<file path="config.mk">
export PLATFORM = sky130hd
export DESIGN_NAME = rx_symbol_decoder_flat
export DESIGN_NICKNAME = d
export VERILOG_FILES = /design/src/rtl/rx_symbol_decoder_if.sv /design/src/rtl/rx_symbol_decoder.sv /design/src/flat_wrapper.sv
export SDC_FILE = /design/constraint.sdc
export NUM_CORES = 1
export LEC_CHECK = 0
export ABC_AREA = 1
export BUFFER_PORTS_ARGS = -buffer_cell sky130_fd_sc_hd__buf_2
export CORE_ASPECT_RATIO = 0.9
export CORE_MARGIN = 4
export CORE_UTILIZATION = 50
export CTS_CLUSTER_DIAMETER = 80
export DETAILED_ROUTE_END_ITERATION = 8
export PLACE_DENSITY = 0.73
export SKIP_CTS_REPAIR_TIMING = 1
export SLEW_MARGIN = 20
export SYNTH_ARGS = -nofsm -noshare
export SYNTH_HDL_FRONTEND = slang
export SYNTH_SLANG_ARGS = --single-unit
</file>
<file path="constraint.sdc">
create_clock -name CLK -period 2.6 [get_ports CLK]
set_input_delay 0.52 -clock CLK [delete_from_list [all_inputs] [get_ports CLK]]
set_output_delay 0.52 -clock CLK [all_outputs]
set_load 0.05 [all_outputs]
</file>
<file path="src/rtl/rx_symbol_decoder_if.sv">
// Byte-in / decoded-out bundle for rx_symbol_decoder.
// master drives the joined receive byte; slave is the decoder.
interface rx_symbol_decoder_if;
  logic [7:0] rxDATA;
  logic       rxVLD;
  logic [3:0] outCTRL;
  logic [7:0] outDATA;
  logic       outVLD;
  logic [7:0] tlpDATA;
  logic       tlpVLD;
  logic       tlpSOP;
  logic       tlpEOP;
  logic       tlpKIND;
  logic       tlpERR;
  logic       skpDET;
  logic       protoERR;
  logic [7:0] skpCNT;

  modport master (
    output rxDATA, rxVLD,
    input  outCTRL, outDATA, outVLD, tlpDATA, tlpVLD, tlpSOP, tlpEOP,
           tlpKIND, tlpERR, skpDET, protoERR, skpCNT
  );
  modport slave (
    input  rxDATA, rxVLD,
    output outCTRL, outDATA, outVLD, tlpDATA, tlpVLD, tlpSOP, tlpEOP,
           tlpKIND, tlpERR, skpDET, protoERR, skpCNT
  );
endinterface

</file>
<file path="src/rtl/rx_symbol_decoder.sv">
// Receive symbol classifier and TLP/DLLP framer with one-entry payload buffer.
// Optional RX_SKP_COUNT_EN builds a saturating SKP ordered-set counter on skpCNT.
module rx_symbol_decoder #(
  parameter logic [7:0] COM = 8'hBC,
  parameter logic [7:0] PAD = 8'hF7,
  parameter logic [7:0] SKP = 8'h1C,
  parameter logic [7:0] STP = 8'hFB,
  parameter logic [7:0] SDP = 8'h5C,
  parameter logic [7:0] END = 8'hFD,
  parameter logic [7:0] EDB = 8'hFE,
  parameter logic [7:0] FTS = 8'h3C,
  parameter logic [7:0] IDL = 8'h7C,
  parameter int         MAX_LEN = 32
) (
  input logic                CLK,
  input logic                reset,
  rx_symbol_decoder_if.slave bus
);
  localparam logic [3:0] C_DATA = 4'd0, C_COM = 4'd1, C_PAD = 4'd2, C_SKP = 4'd3,
                         C_STP  = 4'd4, C_SDP = 4'd5, C_END = 4'd6, C_EDB = 4'd7,
                         C_FTS  = 4'd8, C_IDL = 4'd9;

  typedef enum logic [2:0] {S_IDLE, S_COM, S_TLP, S_DLLP, S_DROP} state_t;

  state_t     state, state_n;
  logic [7:0] hold_data, hold_data_n;
  logic       hold_vld, hold_vld_n;
  logic       sop_pend, sop_pend_n;
  logic       kind, kind_n;
  logic [7:0] len, len_n;
  logic [3:0] code, ctrl_n;
  logic       rel, rel_eop, rel_err, skp_n, perr_n;
  logic       is_open, is_close;

  function automatic logic [3:0] classify(input logic [7:0] b);
    if (b == COM) return C_COM;
    if (b == PAD) return C_PAD;
    if (b == SKP) return C_SKP;
    if (b == STP) return C_STP;
    if (b == SDP) return C_SDP;
    if (b == END) return C_END;
    if (b == EDB) return C_EDB;
    if (b == FTS) return C_FTS;
    if (b == IDL) return C_IDL;
    return C_DATA;
  endfunction

  always_comb begin
    state_n     = state;
    hold_data_n = hold_data;
    hold_vld_n  = hold_vld;
    sop_pend_n  = sop_pend;
    kind_n      = kind;
    len_n       = len;
    rel         = 1'b0;
    rel_eop     = 1'b0;
    rel_err     = 1'b0;
    skp_n       = 1'b0;
    perr_n      = 1'b0;
    code        = classify(bus.rxDATA);
    ctrl_n      = code;
    is_open     = (code == C_STP) || (code == C_SDP);
    is_close    = (code == C_END) || (code == C_EDB);
    if (bus.rxVLD) begin
      if ((state == S_TLP || state == S_DLLP) && !is_open && !is_close) ctrl_n = C_DATA;
      case (state)
        S_IDLE, S_COM: begin
          if (is_open) begin
            state_n = S_TLP;
          end else if (code == C_COM) begin
            state_n = S_COM;
          end else if (state == S_COM && code == C_SKP) begin
            skp_n   = 1'b1;
            state_n = S_IDLE;
          end else begin
            perr_n  = (state == S_IDLE) && is_close;
            state_n = S_IDLE;
          end
        end
        S_TLP, S_DLLP: begin
          if (is_open || is_close) begin
            // Held byte closes the frame; an empty frame or a restart is a framing error.
            rel        = hold_vld;
            rel_eop    = 1'b1;
            rel_err    = (code != C_END);
            perr_n     = !hold_vld || is_open;
            hold_vld_n = 1'b0;
            state_n    = S_IDLE;
          end else if (len == 8'(MAX_LEN)) begin
            rel        = hold_vld;
            rel_eop    = 1'b1;
            rel_err    = 1'b1;
            hold_vld_n = 1'b0;
            state_n    = S_DROP;
          end else begin
            rel         = hold_vld;
            hold_vld_n  = 1'b1;
            hold_data_n = bus.rxDATA;
            len_n       = len + 8'd1;
          end
        end
        S_DROP:  if (is_close) state_n = S_IDLE;
        default: state_n = S_IDLE;
      endcase
      if (rel) sop_pend_n = 1'b0;
      if (is_open && state != S_DROP) begin
        state_n    = (code == C_SDP) ? S_DLLP : S_TLP;
        kind_n     = (code == C_SDP);
        len_n      = 8'd0;
        sop_pend_n = 1'b1;
        hold_vld_n = 1'b0;
      end
    end
  end

  always_ff @(posedge CLK or negedge reset) begin
    if (!reset) state <= S_IDLE;
    else        state <= state_n;
  end

  always_ff @(posedge CLK or negedge reset) begin
    if (!reset) begin
      hold_data    <= '0;
      hold_vld     <= 1'b0;
      sop_pend     <= 1'b0;
      kind         <= 1'b0;
      len          <= '0;
      bus.outCTRL  <= '0;
      bus.outDATA  <= '0;
      bus.outVLD   <= 1'b0;
      bus.tlpDATA  <= '0;
      bus.tlpVLD   <= 1'b0;
      bus.tlpSOP   <= 1'b0;
      bus.tlpEOP   <= 1'b0;
      bus.tlpKIND  <= 1'b0;
      bus.tlpERR   <= 1'b0;
      bus.skpDET   <= 1'b0;
      bus.protoERR <= 1'b0;
    end else begin
      hold_data    <= hold_data_n;
      hold_vld     <= hold_vld_n;
      sop_pend     <= sop_pend_n;
      kind         <= kind_n;
      len          <= len_n;
      bus.outVLD   <= bus.rxVLD;
      if (bus.rxVLD) begin
        bus.outCTRL <= ctrl_n;
        bus.outDATA <= bus.rxDATA;
      end
      // tlpKIND comes from the closing frame even when a new frame opens this cycle.
      bus.tlpVLD   <= rel;
      bus.tlpSOP   <= rel & sop_pend;
      bus.tlpEOP   <= rel & rel_eop;
      bus.tlpERR   <= rel & rel_err;
      if (rel) begin
        bus.tlpDATA <= hold_data;
        bus.tlpKIND <= kind;
      end
      bus.skpDET   <= skp_n;
      bus.protoERR <= perr_n;
    end
  end

`ifdef RX_SKP_COUNT_EN
  logic [7:0] skp_cnt;
  always_ff @(posedge CLK or negedge reset) begin
    if (!reset)                         skp_cnt <= '0;
    else if (skp_n && skp_cnt != 8'hFF) skp_cnt <= skp_cnt + 8'd1;
  end
  assign bus.skpCNT = skp_cnt;
`else
  assign bus.skpCNT = 8'h00;
`endif
endmodule
</file>
<file path="src/flat_wrapper.sv">
// flat-port wrapper written by rule: the top's interface ports become plain ports
module rx_symbol_decoder_flat 
#(
  parameter logic [7:0] COM = 8'hBC,
  parameter logic [7:0] PAD = 8'hF7,
  parameter logic [7:0] SKP = 8'h1C,
  parameter logic [7:0] STP = 8'hFB,
  parameter logic [7:0] SDP = 8'h5C,
  parameter logic [7:0] END = 8'hFD,
  parameter logic [7:0] EDB = 8'hFE,
  parameter logic [7:0] FTS = 8'h3C,
  parameter logic [7:0] IDL = 8'h7C,
  parameter int         MAX_LEN = 32
)
  (CLK, reset, bus_rxDATA, bus_rxVLD, bus_outCTRL, bus_outDATA, bus_outVLD, bus_tlpDATA, bus_tlpVLD, bus_tlpSOP, bus_tlpEOP, bus_tlpKIND, bus_tlpERR, bus_skpDET, bus_protoERR, bus_skpCNT);
  rx_symbol_decoder_if bus_i ();
  input logic CLK;
  input logic reset;
  input wire logic [$bits(bus_i.rxDATA)-1:0] bus_rxDATA;
  input wire logic [$bits(bus_i.rxVLD)-1:0] bus_rxVLD;
  output wire logic [$bits(bus_i.outCTRL)-1:0] bus_outCTRL;
  output wire logic [$bits(bus_i.outDATA)-1:0] bus_outDATA;
  output wire logic [$bits(bus_i.outVLD)-1:0] bus_outVLD;
  output wire logic [$bits(bus_i.tlpDATA)-1:0] bus_tlpDATA;
  output wire logic [$bits(bus_i.tlpVLD)-1:0] bus_tlpVLD;
  output wire logic [$bits(bus_i.tlpSOP)-1:0] bus_tlpSOP;
  output wire logic [$bits(bus_i.tlpEOP)-1:0] bus_tlpEOP;
  output wire logic [$bits(bus_i.tlpKIND)-1:0] bus_tlpKIND;
  output wire logic [$bits(bus_i.tlpERR)-1:0] bus_tlpERR;
  output wire logic [$bits(bus_i.skpDET)-1:0] bus_skpDET;
  output wire logic [$bits(bus_i.protoERR)-1:0] bus_protoERR;
  output wire logic [$bits(bus_i.skpCNT)-1:0] bus_skpCNT;
  assign bus_i.rxDATA = bus_rxDATA;
  assign bus_i.rxVLD = bus_rxVLD;
  assign bus_outCTRL = bus_i.outCTRL;
  assign bus_outDATA = bus_i.outDATA;
  assign bus_outVLD = bus_i.outVLD;
  assign bus_tlpDATA = bus_i.tlpDATA;
  assign bus_tlpVLD = bus_i.tlpVLD;
  assign bus_tlpSOP = bus_i.tlpSOP;
  assign bus_tlpEOP = bus_i.tlpEOP;
  assign bus_tlpKIND = bus_i.tlpKIND;
  assign bus_tlpERR = bus_i.tlpERR;
  assign bus_skpDET = bus_i.skpDET;
  assign bus_protoERR = bus_i.protoERR;
  assign bus_skpCNT = bus_i.skpCNT;
  rx_symbol_decoder #(.COM(COM), .PAD(PAD), .SKP(SKP), .STP(STP), .SDP(SDP), .END(END), .EDB(EDB), .FTS(FTS), .IDL(IDL), .MAX_LEN(MAX_LEN)) u_core (.CLK(CLK), .reset(reset), .bus(bus_i));
endmodule
</file>
==> results of run 1 <==
[logic make-up (layout without fill, tap and decap cells)]
logic type               count (synthesis)  count (layout)  share of synthesized area (%)
AND/OR/NAND/NOR                        185             185                           34.0
AO/OA/AOI/OAI                           24              24                           4.86
adder cells (fa/ha/maj)                  2               2                          0.981
other                                    1               8                          0.147
XOR/XNOR                                 5               5                           1.72
flip-flops                              50              50                           49.0
buffers and inverters                   48              80                           9.22
[per-layer routing]
layer / part of all wire (%) / GRT usage (%) / vias up
li1: - / - / 1041
met1: 49 / 23.4 / 906
met2: 44 / 28.1 / 42
met3: 5.7 / 3.35 / 6
met4: 1.5 / 6.53 / 0
met5: 0 / 0 / -
[final cells by class]
type                    instances  area (um^2)
fillers                       438         2030
flip-flops and latches         50         1250
multi-input cells             224         1090
repair buffers                 40          205
inverters                      32          120
well taps                      65         81.3
clock buffers                   5         68.8
clock inverters                 3         48.8
[registers in the layout, summed over array words and instances (netlist names)]
name                 cells
u_core.bus.outDATA       8
u_core.bus.tlpDATA       8
u_core.hold_data         8
u_core.len               8
u_core.bus.outCTRL       4
u_core.state             3
u_core.bus.outVLD        1
u_core.bus.protoERR      1
u_core.bus.skpDET        1
u_core.bus.tlpEOP        1
u_core.bus.tlpERR        1
u_core.bus.tlpKIND       1
u_core.bus.tlpSOP        1
u_core.bus.tlpVLD        1
u_core.hold_vld          1
u_core.kind              1
u_core.sop_pend          1
[synthesized netlist by cell type]
cell type    n  area share [%]
a21oi_1      2            0.39
and2_1       1            0.25
buf_2        2            0.39
buf_4        8             2.4
buf_6        3             1.3
clkbuf_1     3            0.44
conb_1       1            0.15
dfrtp_1     50              49
ha_1         2            0.98
inv_1       28             4.1
inv_2        4            0.59
nand2_1    107              16
nand2_2      6             1.5
nand2_4      2            0.88
nand3_1     19             3.7
nand3_2      5             2.0
nand3_4      1            0.69
nand3b_2     1            0.44
nand4_1      3            0.74
nor2_1      29             4.3
nor2_2       1            0.25
nor2_4       2            0.88
nor2_8       2             1.6
nor3_1       6             1.2
o21ai_0     13             2.6
o21ai_1      8             1.6
o21ai_2      1            0.34
xnor2_1      1            0.34
xor2_1       4             1.4
[worst max-delay path, delay by kind of cell (launching register included)]
kind | cells | cell delay, ps
simple gates | 7 | 1100
buf+inv | 1 | 90
fa+ha+maj | 1 | 140
flops | 1 | 420
[power by group through the flow]
stage                     clock (mW)  sequential (mW)  combinational [mW]
after floorplan                    0            0.890               0.101
after global placement             0            0.846               0.194
after detailed placement           0            0.846               0.195
after CTS                      0.585            0.831               0.196
after global routing           0.613            0.836               0.216
final                          0.570            0.831               0.194
[metrics by stage]
step                      power (mW)  cells
after floorplan                0.991    322
after global placement          1.04    411
after detailed placement        1.04    411
after CTS                       1.61    419
after global routing            1.66    419
final                           1.60    419
[path summary, 6_finish.rpt]
kind | from | end | cells past startpoint
min in group CLK | bus_rxVLD | u_core.bus.outVLD$_DFF_PN0_ | 1
worst max register to register | u_core.len[0]$_DFFE_PN0P_ | u_core.len[2]$_DFFE_PN0P_ | 9
worst max-delay path | u_core.len[0]$_DFFE_PN0P_ | u_core.len[2]$_DFFE_PN0P_ | 9
worst min register to register | u_core.hold_data[0]$_DFFE_PN0P_ | u_core.bus.tlpDATA[0]$_DFFE_PN0P_ | 2
worst min-delay path | reset | u_core.len[5]$_DFFE_PN0P_ | 1
max in group asynchronous | reset | u_core.bus.outDATA[2]$_DFFE_PN0P_ | 2
==> impl_metrics.env, run 1 <==
export IMPL_fin_tns_setup_ps=0
export IMPL_vdd_drop_max_uv=242
export IMPL_hold_path_class="input port to async pin"
export IMPL_syn_inst=315
export IMPL_post_drt_wl_per_cell_um=11.7
export IMPL_p_sw_uw=447
export IMPL_clk_pin_slew_worst_paths_ps=100
export IMPL_fin_crit_sh_pct=71.7
export IMPL_cpPeakStageDelay_ps=420
export IMPL_crit_top_cell="nand2_1"
export IMPL_seq_area_frac_synth_pct=49.0
export IMPL_regToRegSetupSlack_ps=730
export IMPL_outcome="complete, no violations"
export IMPL_drive_above_1_share_pct=20.6
export IMPL_post_dp_cell_area_um2=2750
export IMPL_drv_cap=0
export IMPL_hold_violations=0
export IMPL_first_pass_iters=4
export IMPL_cts_tree="done"
export IMPL_rsz0062_at_grt="false"
export IMPL_fin_hold_ws_ps=109
export IMPL_max_freq_ghz=0.536
export IMPL_crit_slowest_cell="dfrtp_1"
export IMPL_startpoint_type="register"
export IMPL_finalWorstSetupSlack_ps=735
export IMPL_setup_violations=0
export IMPL_final_cell_mix="107 x nand2_1, 50 x dfrtp_1, 38 x buf_2, 29 x nor2_1, 28 x inv_1"
export IMPL_cts_root_buf="clkbuf_8"
export IMPL_dp_worst_setup_slack_ps=564
export IMPL_cp_max_fo=26
export IMPL_ys_types=29
export IMPL_powerDensity_nw_per_um2=556
export IMPL_cts_buffer_depth=2
export IMPL_crit_chain="inv_1, ha_1, nand2_1, nor3_1, nand3_1, nand3_4, nand2_2, nand2_1, nand2_1"
export IMPL_post_route_util_pct=58.6
export IMPL_grt_overflow_total=0
export IMPL_cts_buffers_inserted=5
export IMPL_fp_row_count=24
export IMPL_postSynthAreaPerCell_um2=8.10
export IMPL_skew_ps=7.09
export IMPL_nets=366
export IMPL_fin_crit_ps=1870
export IMPL_fp_dieW_um=83.3
export IMPL_gp_congestion=0.873
export IMPL_diodes=0
export IMPL_maxSlewViolCount=0
export IMPL_leakage_nw=1.60
export IMPL_fin_area_um2=2870
export IMPL_p_comb_share_pct=12.1
export IMPL_core_um2=4890
export IMPL_port_buffers=38
export IMPL_syn2layout_area_growth_pct=12.4
export IMPL_grt_max_degree=35
export IMPL_grt_pass1_vias=1901
export IMPL_seqPwrFrac_pct=52.1
export IMPL_drt_total_wl_um=4910
export IMPL_crit_type="register to register"
export IMPL_clock_sinks=50
export IMPL_grt_pass1_wl_um=8660
export IMPL_viasPerCell=4.76
export IMPL_cp_end_kind="register"
export IMPL_swShare_pct=28.0
export IMPL_pwr_share_clk_pct=35.7
export IMPL_synth_ff_latch_count=50
export IMPL_antenna_found_initial=0
export IMPL_io_pins=47
export IMPL_intPower_mw=1.15
export IMPL_cp_data_arrival_time_ps=2070
export IMPL_htree_levels=2
export IMPL_drtIter0Drc=95
export IMPL_worstSkewPairLatency_ps=300
export IMPL_final_common_cell="nand2_1"
export IMPL_fp_dieH_um=75.8
export IMPL_track_usage_pct=17.3
export IMPL_vias=1995
export IMPL_ys_warn_count=0
export IMPL_dpl_hpwl_um=3660
export IMPL_syn_area_um2=2550
export IMPL_start_util_pct=52.1
export IMPL_die_area_um2=6310
export IMPL_drc=0
export IMPL_ant_nets=0
export IMPL_required_ps=2800
Power figures use the tool's default switching activity.
==> run 2: changes to the inputs <==
--- a/config.mk
+++ b/config.mk
@@ -5,14 +5,14 @@
 export SDC_FILE = /design/constraint.sdc
 export NUM_CORES = 1
 export LEC_CHECK = 0
-export ABC_AREA = 1
+export ABC_AREA = 0
 export BUFFER_PORTS_ARGS = -buffer_cell sky130_fd_sc_hd__buf_2
 export CORE_ASPECT_RATIO = 0.9
 export CORE_MARGIN = 4
-export CORE_UTILIZATION = 50
+export CORE_UTILIZATION = 49
 export CTS_CLUSTER_DIAMETER = 80
 export DETAILED_ROUTE_END_ITERATION = 8
-export PLACE_DENSITY = 0.73
+export PLACE_DENSITY = 0.75
 export SKIP_CTS_REPAIR_TIMING = 1
 export SLEW_MARGIN = 20
 export SYNTH_ARGS = -nofsm -noshare
==> constraint.sdc (replaced) <==
create_clock -name CLK -period 1.6 [get_ports CLK]
set_input_delay 0.32 -clock CLK [delete_from_list [all_inputs] [get_ports CLK]]
set_output_delay 0.32 -clock CLK [all_outputs]
set_load 0.05 [all_outputs]
==> run 2 against run 1 <==
Net effect: the flow now finishes with violations (setup timing); sequential share of layout area fell by 5.2 points; cell count fell by 17%; combinational power rose to 2.8 times the previous value; sequential cell count unchanged; power rose by 78%; critical path depth decreased by 2; via count decreased by 7.0%; die area fell by 4.4%; wire length increased by 14%; worst setup slack got worse by 850 ps; critical path type unchanged; critical endpoint is now u_core.state[0]$_DFFE_PN0P_; largest power group unchanged.
==> impl_metrics.env, run 2 <==
export IMPL_syn_inst=201
export IMPL_holdPathEnd="u_core.hold_data[0]$_DFFE_PN0P_"
export IMPL_port_buffers=38
export IMPL_p_sw_uw=824
export IMPL_htree_levels=2
export IMPL_drv_cap=0
export IMPL_ys_types=48
export IMPL_grt_pass1_wl_um=8850
export IMPL_core_um2=4580
export IMPL_worstSkewPairLatency_ps=300
export IMPL_regToRegSetupSlack_ps=-120
export IMPL_final_cell_count_no_fill=348
export IMPL_hold_depth=2
export IMPL_die_area_um2=6030
export IMPL_cts_root_buf="clkbuf_8"
export IMPL_rsz0062_at_grt="true"
export IMPL_intPower_mw=2.01
export IMPL_drc=0
export IMPL_cp_data_arrival_time_ps=1910
export IMPL_start_util_pct=52.0
export IMPL_final_cell_mix="50 x dfrtp_1, 48 x buf_4, 35 x buf_2, 25 x mux2_2, 12 x nand2_1"
export IMPL_setup_violations=13
export IMPL_p_comb_share_pct=19.3
export IMPL_leakage_nw=1.69
export IMPL_violations="setup timing"
export IMPL_r2r_start="u_core.len[1]$_DFFE_PN0P_"
export IMPL_fin_crit_ps=1720
export IMPL_fp_row_count=23
export IMPL_yosysMostFrequentCell="dfrtp_1"
export IMPL_fin_area_um2=3250
export IMPL_yosys_area_share_simple_pct=15.6
export IMPL_fp_dieH_um=74.1
export IMPL_antenna_found_initial=0
export IMPL_clk_pin_slew_worst_paths_ps=100
export IMPL_cp_max_fo=2
export IMPL_drt_total_wl_um=5620
export IMPL_maxSlewViolCount=0
export IMPL_io_pins=47
export IMPL_cts_buffer_depth=2
export IMPL_syn2layout_area_growth_pct=36.7
export IMPL_track_usage_pct=19.2
export IMPL_grt_max_degree=51
export IMPL_seq_area_frac_synth_pct=52.6
export IMPL_nets=298
export IMPL_post_dp_cell_area_um2=2960
export IMPL_skew_ps=6.82
export IMPL_top_layer="met4"
export IMPL_grt_overflow_total=0
export IMPL_synthArstFlopShare_pct=100
export IMPL_outcome="finished, violations left"
export IMPL_seqPwrFrac_pct=48.2
export IMPL_dp_worst_setup_slack_ps=-406
export IMPL_fp_dieW_um=81.4
export IMPL_synth_area_mux_share_pct=14.4
export IMPL_crit_type="register to register"
export IMPL_first_pass_iters=4
export IMPL_wl_met2_um=2700
export IMPL_max_freq_ghz=0.582
export IMPL_syn_area_um2=2380
export IMPL_dpl_hpwl_um=4020
export IMPL_nFillCells=335
export IMPL_pwr_share_clk_pct=32.5
export IMPL_diodes=0
export IMPL_clock_sinks=50
export IMPL_post_route_util_pct=71.1
export IMPL_drt_met1_wl_um=2580
export IMPL_wl_met3_um=251
export IMPL_synth_commonest_cells="50 x dfrtp_1, 25 x mux2_2, 15 x nand2_1"
export IMPL_post_drt_wl_per_cell_um=16.1
export IMPL_ys_warn_count=0
export IMPL_finalWorstSetupSlack_ps=-118
export IMPL_hold_path_class="input port to register"
export IMPL_ant_nets=0
export IMPL_reg2reg_depth=7
export IMPL_vdd_drop_max_uv=779
export IMPL_holdCritStartpoint="bus_rxDATA[0]"
export IMPL_synth_top_family_by_area="simple AND/OR/NAND/NOR gates"
export IMPL_vias=1856
export IMPL_synth_edf_count=0
export IMPL_cts_buffers_inserted=5
export IMPL_timing_rr_end="u_core.state[0]$_DFFE_PN0P_"
export IMPL_grt_pass1_vias=1854
export IMPL_dp_cells=338
export IMPL_hold_violations=0
export IMPL_startpoint_type="register"
export IMPL_synth_fa_ha_area_share_pct=1.05
export IMPL_required_ps=1790
export IMPL_synthXorXnorAreaFrac_pct=0.736
export IMPL_synth_compound_area_share_pct=8.94
export IMPL_synth_ff_type="dfrtp_1"
export IMPL_gp_congestion=0.896
export IMPL_powerDensity_nw_per_um2=873
export IMPL_postSynthAreaPerCell_um2=11.8
export IMPL_synth_top_cell_area_share_pct=52.6
export IMPL_viasPerCell=5.33
export IMPL_synth_top_cell_by_area="dfrtp_1"
export IMPL_synth_ff_latch_count=50
export IMPL_final_common_cell="dfrtp_1"
export IMPL_cts_tree="done"
export IMPL_swShare_pct=29.0
export IMPL_drive_above_1_share_pct=51.7
export IMPL_drtIter0Drc=102
export IMPL_synth_area_leaders="dfrtp_1 53%, mux2_2 12%, buf_4 3.5%, nand2_1 2.4%, mux2i_1 2.1%"
export IMPL_fin_crit_sh_pct=107
export IMPL_cp_end_kind="register"
## run 2: cell count changes in the layout (fill, tap and decap cells not counted), sizes merged, moves of 4 or more
| cell | previous run | this run |
|---|---|---|
| mux2 | 0 | 26 |
| nand2 | 115 | 15 |
| mux2i | 0 | 5 |
| nor2 | 34 | 8 |
| nand3 | 25 | 7 |
| inv | 33 | 10 |
| nor3 | 6 | 2 |
| buf | 40 | 87 |
| xor2 | 4 | 0 |
| o21ai | 22 | 7 |
## run 2: final cells by class
type,instances,area (um^2),share of cell area [%]
Clock buffer,5,68.8,2.12
Clock inverter,3,47.5,1.46
Inverter,9,33.8,1.04
Multi-Input combinational cell,131,1160,35.8
Sequential cell,50,1250,38.5
Tap cell,62,77.6,2.39
Timing Repair Buffer,88,608,18.7
## run 2: worst max-delay path by stage
| stage | slack [ps] | cells past startpoint | endpoint | startpoint |
|---|---|---|---|---|
| floorplan | -340 | 8 | u_core.hold_data[0]$_DFFE_PN0P_ | bus_rxDATA[6] |
| global placement | -350 | 6 | u_core.bus.skpDET$_DFF_PN0_ | bus_rxDATA[7] |
| detailed placement | -410 | 6 | u_core.bus.skpDET$_DFF_PN0_ | bus_rxDATA[0] |
| CTS | -280 | 7 | u_core.state[0]$_DFFE_PN0P_ | u_core.len[0]$_DFFE_PN0P_ |
| global route | -200 | 7 | u_core.state[0]$_DFFE_PN0P_ | u_core.len[1]$_DFFE_PN0P_ |
| finish | -120 | 7 | u_core.state[0]$_DFFE_PN0P_ | u_core.len[1]$_DFFE_PN0P_ |
## run 2: per-layer routing
metal  global-route usage [%]  up-vias
li1                         -      883
met3                     4.48        9
met5                        0        -
met2                     30.6       55
met4                     5.63        0
met1                     26.3      909
## run 2: power by group through the flow
stage / Combinational (mW) / Sequential [mW] / Clock (mW)
after floorplan: 0.223 / 1.48 / 0
after global placement: 0.489 / 1.39 / 0
after detailed placement: 0.498 / 1.39 / 0
after CTS: 0.502 / 1.36 / 0.931
after global routing: 0.589 / 1.38 / 0.998
final: 0.547 / 1.37 / 0.922
## run 2: critical path, stage by stage, from the launching register on
cell and delay (ps):
dfrtp_1 360, inv_1 50, ha_2 180, nor4b_4 130, nand2_2 90, nor4b_4 250
a2bb2oi_2 230, mux2_4 310
## run 2: through the flow
step	setup TNS, ps	total power [mW]	hold WS [ps]
after global routing	-1950	2.96	283
after CTS	-2000	2.80	-0.729
after floorplan	-3760	1.71	24.4
final	-921	2.84	287
after global placement	-6100	1.88	325
after detailed placement	-7020	1.89	331
## run 2: cell families (layout without fill, tap and decap cells)
kind of cell | Yosys count | count (layout)
xor gates and xnor gates | 2 | 2
and+or+nand+nor | 60 | 60
other | 1 | 8
AOI/OAI and AO/OA | 28 | 28
muxes | 31 | 31
adders and majority gates | 2 | 2
DFF | 50 | 50
buffers and inverters | 27 | 105
